[config.mk]
export PLATFORM = sky130hd
export DESIGN_NAME = store_buffer
export DESIGN_NICKNAME = d
export VERILOG_FILES = /design/src/rtl/store_buffer_pkg.sv /design/src/rtl/sb_forward.sv /design/src/rtl/store_buffer.sv
export SDC_FILE = /design/constraint.sdc
export NUM_CORES = 1
export LEC_CHECK = 0
export BUFFER_PORTS_ARGS = -buffer_cell sky130_fd_sc_hd__buf_2
export CAP_MARGIN = 10
export CORE_ASPECT_RATIO = 0.9
export CORE_MARGIN = 5
export CORE_UTILIZATION = 37
export DETAILED_ROUTE_END_ITERATION = 12
export GPL_TIMING_DRIVEN = 1
export PLACE_DENSITY = 0.66
export SKIP_CTS_REPAIR_TIMING = 1
export SYNTH_ARGS = -nofsm -noshare
export SYNTH_HDL_FRONTEND = slang
export SYNTH_SLANG_ARGS = --single-unit
[constraint.sdc]
create_clock -name clk -period 7.4 [get_ports clk]
set_input_delay 0.37 -clock clk [delete_from_list [all_inputs] [get_ports clk]]
set_output_delay 0.37 -clock clk [all_outputs]
set_load 0.01 [all_outputs]
[src/rtl/store_buffer_pkg.sv]
// Shared types and constants for the store buffer.
// Entry layout, full-word byte-enable mask and a byte-merge helper.
package store_buffer_pkg;

  localparam int WORD_ADDR_W = 30;
  localparam logic [3:0] BE_FULL = 4'hF;

  typedef struct packed {
    logic                   valid;
    logic [WORD_ADDR_W-1:0] word_addr;
    logic [31:0]            data;
    logic [3:0]             be;
  } sb_entry_t;

  function automatic logic [31:0] merge_bytes(
    input logic [31:0] old_d,
    input logic [31:0] new_d,
    input logic [3:0]  be
  );
    logic [31:0] r;
    r = old_d;
    for (int b = 0; b < 4; b++)
      if (be[b]) r[b*8 +: 8] = new_d[b*8 +: 8];
    return r;
  endfunction

endpackage

[src/rtl/sb_forward.sv]
// Youngest-match store-to-load forwarding search.
// Walks entries oldest to youngest so the last match wins.
module sb_forward
  import store_buffer_pkg::*;
#(
  parameter int DEPTH = 4,
  localparam int PW = $clog2(DEPTH)
) (
  input  sb_entry_t [DEPTH-1:0]  ents,
  input  logic [PW-1:0]          rd_ptr,
  input  logic                   pop,
  input  logic [WORD_ADDR_W-1:0] load_word,
  output logic                   fwd_hit,
  output logic                   fwd_stall,
  output logic [31:0]            fwd_data
);

  logic      found;
  sb_entry_t win;

  // Age-ordered scan; the head is skipped when it leaves this cycle.
  always_comb begin
    logic [PW-1:0] idx;
    found = 1'b0;
    win   = '0;
    idx   = '0;
    for (int k = 0; k < DEPTH; k++) begin
      idx = rd_ptr + PW'(k);
      if (ents[idx].valid &&
          ents[idx].word_addr == load_word &&
          !(pop && k == 0)) begin
        found = 1'b1;
        win   = ents[idx];
      end
    end
  end

  // Full-word match forwards; partial overlap stalls the load.
  always_comb begin
    fwd_hit   = found && (win.be == BE_FULL);
    fwd_stall = found && (win.be != BE_FULL);
    fwd_data  = fwd_hit ? win.data : 32'h0;
  end

endmodule

[src/rtl/store_buffer.sv]
// Committed-store FIFO with in-order drain and load forwarding.
// Define STORE_BUFFER_COALESCE_EN to merge stores into the youngest entry.
module store_buffer
  import store_buffer_pkg::*;
#(
  parameter int DATA_WIDTH = 32,
  parameter int DEPTH      = 4
) (
  input  logic                    clk,
  input  logic                    reset,
  input  logic                    store_valid,
  input  logic [DATA_WIDTH-1:0]   store_addr,
  input  logic [DATA_WIDTH-1:0]   store_data,
  input  logic [3:0]              store_be,
  output logic                    full,
  input  logic [DATA_WIDTH-1:0]   load_addr,
  output logic                    fwd_hit,
  output logic [DATA_WIDTH-1:0]   fwd_data,
  output logic                    fwd_stall,
  output logic                    mem_we,
  output logic [DATA_WIDTH-1:0]   mem_addr,
  output logic [DATA_WIDTH-1:0]   mem_wdata,
  output logic [3:0]              mem_be,
  input  logic                    mem_ready,
  output logic                    empty,
  output logic [$clog2(DEPTH):0]  count
);

  localparam int PW = $clog2(DEPTH);
  localparam logic [PW:0] CNT_FULL = (PW+1)'(DEPTH);

  sb_entry_t [DEPTH-1:0] ents;
  sb_entry_t             head;
  logic [PW-1:0]         rd_ptr;
  logic [PW-1:0]         wr_ptr;
  logic [PW-1:0]         yng;
  logic [PW:0]           cnt;
  logic [WORD_ADDR_W-1:0] st_word;
  logic                  pop;
  logic                  push;
  logic                  merge;
  logic                  unused;

  assign unused  = ^{load_addr[1:0], store_addr[1:0]};
  assign st_word = store_addr[31:2];
  assign head    = ents[rd_ptr];
  assign yng     = wr_ptr - 1'b1;

  assign count     = cnt;
  assign empty     = (cnt == '0);
  assign full      = (cnt == CNT_FULL);
  assign mem_we    = !empty;
  assign mem_addr  = {head.word_addr, 2'b00};
  assign mem_wdata = head.data;
  assign mem_be    = head.be;

  assign pop = mem_we && mem_ready;

`ifdef STORE_BUFFER_COALESCE_EN
  assign merge = store_valid && !empty &&
                 ents[yng].valid &&
                 ents[yng].word_addr == st_word &&
                 !(yng == rd_ptr && pop);
`else
  assign merge = 1'b0;
`endif

  assign push = store_valid && !full && !merge;

  // FIFO state: pop at head, allocate or merge at tail, track occupancy.
  always_ff @(posedge clk or posedge reset) begin
    if (reset) begin
      ents   <= '0;
      rd_ptr <= '0;
      wr_ptr <= '0;
      cnt    <= '0;
    end else begin
      if (pop) begin
        ents[rd_ptr].valid <= 1'b0;
        rd_ptr <= rd_ptr + 1'b1;
      end
      if (push) begin
        ents[wr_ptr] <= '{valid:     1'b1,
                          word_addr: st_word,
                          data:      store_data,
                          be:        store_be};
        wr_ptr <= wr_ptr + 1'b1;
      end
`ifdef STORE_BUFFER_COALESCE_EN
      if (merge) begin
        ents[yng].data <= merge_bytes(ents[yng].data,
                                      store_data, store_be);
        ents[yng].be   <= ents[yng].be | store_be;
      end
`endif
      case ({push, pop})
        2'b10:   cnt <= cnt + 1'b1;
        2'b01:   cnt <= cnt - 1'b1;
        default: cnt <= cnt;
      endcase
    end
  end

  sb_forward #(.DEPTH(DEPTH)) u_fwd (
    .ents      (ents),
    .rd_ptr    (rd_ptr),
    .pop       (pop),
    .load_word (load_addr[31:2]),
    .fwd_hit   (fwd_hit),
    .fwd_stall (fwd_stall),
    .fwd_data  (fwd_data)
  );

endmodule

Yosys cells after proc, flatten, opt, wreduce, memory -nomap -nowiden
Cells that the tools add are included.

Add/subtract/negate cells: 6. Equality and inequality tests: 9. Reduce and logical (&&, ||, !) cells: 16. Multiplexer cells: 26. Order comparisons: 7.

Operator list (number): binary-select mux 67 bit (select 2 bit) (4); bitwise mux 268 bit (2); two-way mux 268 bit (2); two-way mux 67 bit (6); demux 67 bit (select 2 bit) (2); two-way mux 36 bit (4); equality test 30 bit (4); two-way mux 32 bit (1); less-than comparator 2 x 3 -> 1 bit (second input constant) (5); logical AND 1 bit (11); case mux 3 bit (2 select lines) (1); adder 2 x 1 -> 2 bit (second input constant) (2); adder 2 bit (second input constant) (2); equality test 4 bit (second input constant) (1); >= comparator 2 x 1 -> 1 bit (second input constant) (2); two-way mux 1 bit (4); inequality test 4 bit (second input constant) (1); adder 3 x 1 -> 3 bit (second input constant) (1); equality test 3 bit (second input constant) (1); logical NOT 1 bit (3); logical NOT 3 bit (1); subtractor 3 x 1 -> 3 bit (second input constant) (1); equality test 2 x 1 -> 1 bit (second input constant) (1); equality test 2 bit (second input constant) (1); nonzero test 2 bit (1).

Bits in registers: 275. Input bits: 104. Output and inout port bits: 108.

Depth between registers and ports, before layout
Depth in word-level cells: 12. Gate-level depth with buffers: 23. Depth with buffers taken out: 10.

By module
A second synthesis with hierarchy kept.

Cells, all modules: 1718. Area, all modules: 20933.8 um2.

Modules (own cells, without submodules): store_buffer (area an instance 12019.0 um2, seq. area each 6881.6 um2, times used 1, cells an instance 701); sb_forward (area an instance 8914.8 um2, seq. area each 0.0 um2, times used 1, cells an instance 1017).

Worst setup path after synthesis
No wires, ideal clock.

Path type: reg-to-output. Start: register rd_ptr[0]. End: output fwd_hit. Buffers on the path: 10. Required time: 7030 ps. Arrival time: 4630 ps. Stages on the path, launching flop included: 21. Path slack: 2400 ps. Path through: dfrtp_1 > buf_6 > buf_12 > buf_12 > inv_2 > buf_2 > buf_2 > buf_4 > ha_1 > buf_4 > buf_6 > buf_6 > mux2i_1 > nor2_1 > a2111oi_0 > o21ai_0 > or4_4 > nor4b_4 > mux2i_1 > buf_6 > nor2_1.

Word-level cells in the longest chain between the ends: 11. Elaborated cells on any way between the ends: 30. Those cells by class: add/sub (3); eq/ne (5); mux (16); reduce/logical (6).

Ends and longest elaborated chain: start: declaration (line store_buffer.sv:34) `logic [PW-1:0] rd_ptr;`; start signal: assignment (line store_buffer.sv:80) `rd_ptr <= rd_ptr + 1'b1;`; parallel branches: the longest is 10 deep, another holds adder 2 x 1 -> 2 bit; logical AND 1 bit (*) (line sb_forward.sv:40) `fwd_hit = found && (win.be == BE_FULL);`; end: declaration (line store_buffer.sv:17) `output logic fwd_hit,`.

Every way passes the cells marked *. The select of a mux whose other input is x is not followed.

Final worst setup path
Start: register rd_ptr[1]. End: output fwd_data[3].

Word-level cells in the longest chain between the ends: 12. Elaborated cells on any way between the ends: 31. Those cells by class: add/sub (3); eq/ne (5); mux (17); reduce/logical (6).

Ends and longest elaborated chain: parallel branches: the longest is 11 deep, another holds adder 2 x 1 -> 2 bit; two-way mux 32 bit (*) (line sb_forward.sv:42) `fwd_data = fwd_hit ? win.data : 32'h0;`; end: declaration (line store_buffer.sv:18) `output logic [DATA_WIDTH-1:0] fwd_data,`.

Marks and branches as above.

==> results.sh <==
export IMPL_ys_seq_area_share_pct=33.1
export IMPL_min_path_type="in -> async"
export IMPL_fp_row_count=82
export IMPL_period_share_pct=92.0
export IMPL_drv_cap=0
export IMPL_synth_compound_area_share_pct=7.92
export IMPL_final_common_cell="dfrtp_1"
export IMPL_synthSimpleGateAreaFrac_pct=6.86
export IMPL_crit_type="reg -> out"
export IMPL_seq_power_share_pct=25.4
export IMPL_endpoint_kind="primary output"
export IMPL_synth_edff_count=0
export IMPL_drt_pass1_iterations=7
export IMPL_drc=0
export IMPL_pwr_share_clk_pct=13.4
export IMPL_yosys_warnings=0
export IMPL_grt_overflow_total=0
export IMPL_power_mw=12.8
export IMPL_p_leak_nw=8.99
export IMPL_gp_congestion=0.933
export IMPL_mostFrequentLayoutCells="dfrtp_1 (273), mux2_2 (270), buf_2 (205)"
export IMPL_peakVddDrop_mv=0.319
export IMPL_gr_usage_all_layers_pct=21.5
export IMPL_synthAdderAreaFrac_pct=0.638
export IMPL_slew_viol_final=0
export IMPL_grt_first_pass_wirelength_mm=103
export IMPL_synth_area_top_cells="dfrtp_1 (33%), mux4_2 (22%), mux2_2 (15%)"
export IMPL_cts_max_level=1
export IMPL_synthDistinctLibCells=71
export IMPL_start_kind="register"
export IMPL_grt_pass1_vias=15800
export IMPL_slowest_stage="ha_4"
export IMPL_combPwrFrac_pct=61.2
export IMPL_p_switching_mw=5.39
export IMPL_async_flop_share_pct=100
export IMPL_syn_avg_cell_area_um2=12.8
export IMPL_hpwl_mm=44.7
export IMPL_cp_data_required_time_ns=7.03
export IMPL_die_area_um2=61100
export IMPL_crit_fanout=53
export IMPL_status="complete, no violations"
export IMPL_power_density_nw_per_um2=546
export IMPL_path_clk_slew_ns=0.07
export IMPL_slew_headroom_pct=27.0
export IMPL_core_region_area_um2=55700
export IMPL_syn_inst=1622
export IMPL_die_w_um=260
export IMPL_via_per_inst=6.34
export IMPL_ys_ff_latch=275
export IMPL_syn_area_um2=20800
export IMPL_wl_per_cell_um=26.9
export IMPL_antenna_found_initial=16
export IMPL_area_growth_synth_to_final_pct=12.7
export IMPL_clock_skew_ns=0.00621
export IMPL_finalWirelength_mm=67.8
export IMPL_portBuffers=205
export IMPL_cp_common_cell="buf_4"
export IMPL_clkSinkCount=275
export IMPL_hold_violations=0
export IMPL_cts_buffer_depth=3
export IMPL_grt_max_degree=150
export IMPL_rsz0062_at_grt="false"
export IMPL_cts_tree="done"
export IMPL_synth_top_area_share_pct=33.1
export IMPL_fin_tns_setup_ns=0
export IMPL_setup_viol=0
export IMPL_synth_top_family_by_area="multiplexers"
export IMPL_final_layout_size_suffix_gt1_share_pct=46.9
export IMPL_min_period_ns=6.81
export IMPL_synth_mux_area_share_pct=42.1
export IMPL_max_freq_ghz=0.147
export IMPL_critical_path_arrival_ns=6.44
export IMPL_rrSetupSlack_ns=4.27
export IMPL_io_pin_count=212
export IMPL_nets=1844
export IMPL_cp_slowest_stage_delay_ns=0.91
export IMPL_root_buffer="clkbuf_16"
export IMPL_tightestPinTransition_ns=1.09
export IMPL_clock_latency_ns=0.58
export IMPL_synth_flop_cell="dfrtp_1"
export IMPL_p_int_mw=7.40
export IMPL_synth_xor_area_share_pct=4.51
export IMPL_ant_nets=0
export IMPL_sw_frac_of_total_pct=42.1
export IMPL_cts_made_buffers=31
export IMPL_start_util_pct=37.3
export IMPL_crit_path_start="rd_ptr[1]"
export IMPL_crit_chain="inv_1 -> ha_4 -> buf_4 -> mux4_2 -> xnor2_1 -> nand4_1 -> a2111oi_4 -> buf_4 -> nand2_1 -> o31ai_2 -> a211oi_4 -> buf_4 -> a211oi_2 -> buf_2"
export IMPL_drt_iter0_drc=2008
export IMPL_synth_top_cell_by_area="dfrtp_1"
export IMPL_vias=15900
export IMPL_r2r_start="count[0]"
export IMPL_die_y_um=235
per-layer routing:
layer | wire length (um) | up-vias | global-route usage (%)
met5 | 86 | - | 0
met4 | 2210 | 14 | 6.58
met3 | 6270 | 146 | 4.62
met2 | 32000 | 853 | 34.2
met1 | 27200 | 8310 | 29.7
li1 | - | 6623 | -
final cells by class:
class	count	area, um2
well taps	756	946
clock buffers	41	893
multi-input cells	1155	13000
clock inverters	15	231
repair buffers	245	1360
fillers	5066	32300
inverters	22	86.3
flip-flops and latches	275	6890
diodes	8	20.0
Yosys cell counts (3+ instances only):
| cell | number |
|---|---|
| nand3b_1 | 32 |
| nand2_1 | 74 |
| o2111ai_1 | 5 |
| ha_1 | 9 |
| inv_1 | 21 |
| nor4_1 | 5 |
| a211oi_1 | 7 |
| a2111oi_0 | 3 |
| o311ai_0 | 31 |
| clkbuf_1 | 83 |
| a21oi_1 | 7 |
| a222oi_1 | 4 |
| mux2_2 | 270 |
| a2111oi_4 | 3 |
| xnor2_1 | 87 |
| mux2i_1 | 85 |
| buf_12 | 3 |
| mux4_1 | 10 |
| a221oi_1 | 3 |
| o221ai_1 | 8 |
| xor2_1 | 20 |
| mux2_1 | 3 |
| and3_1 | 4 |
| buf_4 | 22 |
| dfrtp_1 | 275 |
| nor2_1 | 22 |
| mux4_2 | 203 |
| nor3_1 | 33 |
| buf_6 | 14 |
| buf_1 | 13 |
| nand4_1 | 18 |
| buf_2 | 36 |
| o211ai_1 | 9 |
| a211oi_2 | 30 |
| a22oi_1 | 4 |
| a31oi_1 | 32 |
| o21ai_0 | 20 |
| o22ai_1 | 5 |
| nand3_1 | 71 |
metrics by stage:
| stage | utilization [%] | worst slack [ns] | instance area [um2] | cells | hold WS (ns) |
|---|---|---|---|---|---|
| global placement | 40.0 | 1.36 | 22300 | 2453 | 0.517 |
| global route | 42.0 | 0.289 | 23400 | 2513 | 0.0513 |
| detailed placement | 40.0 | 1.27 | 22300 | 2453 | 0.527 |
| finish | 42.1 | 0.593 | 23400 | 2517 | 0.0136 |
| floorplan | - | 2.40 | 20800 | 1623 | 0.484 |
| CTS | 42.0 | 0.634 | 23400 | 2509 | 0.0280 |
cells by family (layout without fill, tap and decap cells):
logic type	Yosys count	after routing
flops	275	275
compound gates	191	191
other cells	1	10
xor+xnor	107	107
mux	571	571
simple gates	274	274
fa+ha+maj	10	10
buf+inv	193	323
critical path, delay by kind of cell, from the launching register on:
family / cells / cell delay, ns
buf+inv: 5 / 2.01
compound gates: 4 / 1.05
fa+ha+maj: 1 / 0.91
flops: 1 / 0.72
mux: 1 / 0.42
simple gates: 2 / 0.36
xor+xnor: 1 / 0.33
final timing paths:
check | endpoint | cells past startpoint
min in group clk | ents[109] | 2
worst min-delay path | ents[171] | 3
worst min register to register | count[2] | 1
max in group asynchronous | ents[11] | 4
worst max-delay path | fwd_data[3] | 14
worst max register to register | ents[244] | 6
sequential cells by signal, indices dropped and copies added (netlist names):
| name | flops |
|---|---|
| rd_ptr | 2 |
| ents | 268 |
| wr_ptr | 2 |
| count | 3 |
power by group through the flow:
stage | clock network [mW] | logic [mW] | registers (mW)
global route | 1.80 | 8.29 | 3.38
global placement | 0 | 7.68 | 3.13
floorplan | 0 | 6.07 | 2.89
detailed placement | 0 | 7.76 | 3.24
CTS | 1.75 | 7.81 | 3.22
finish | 1.71 | 7.83 | 3.25
Power figures use the tool's default switching activity.
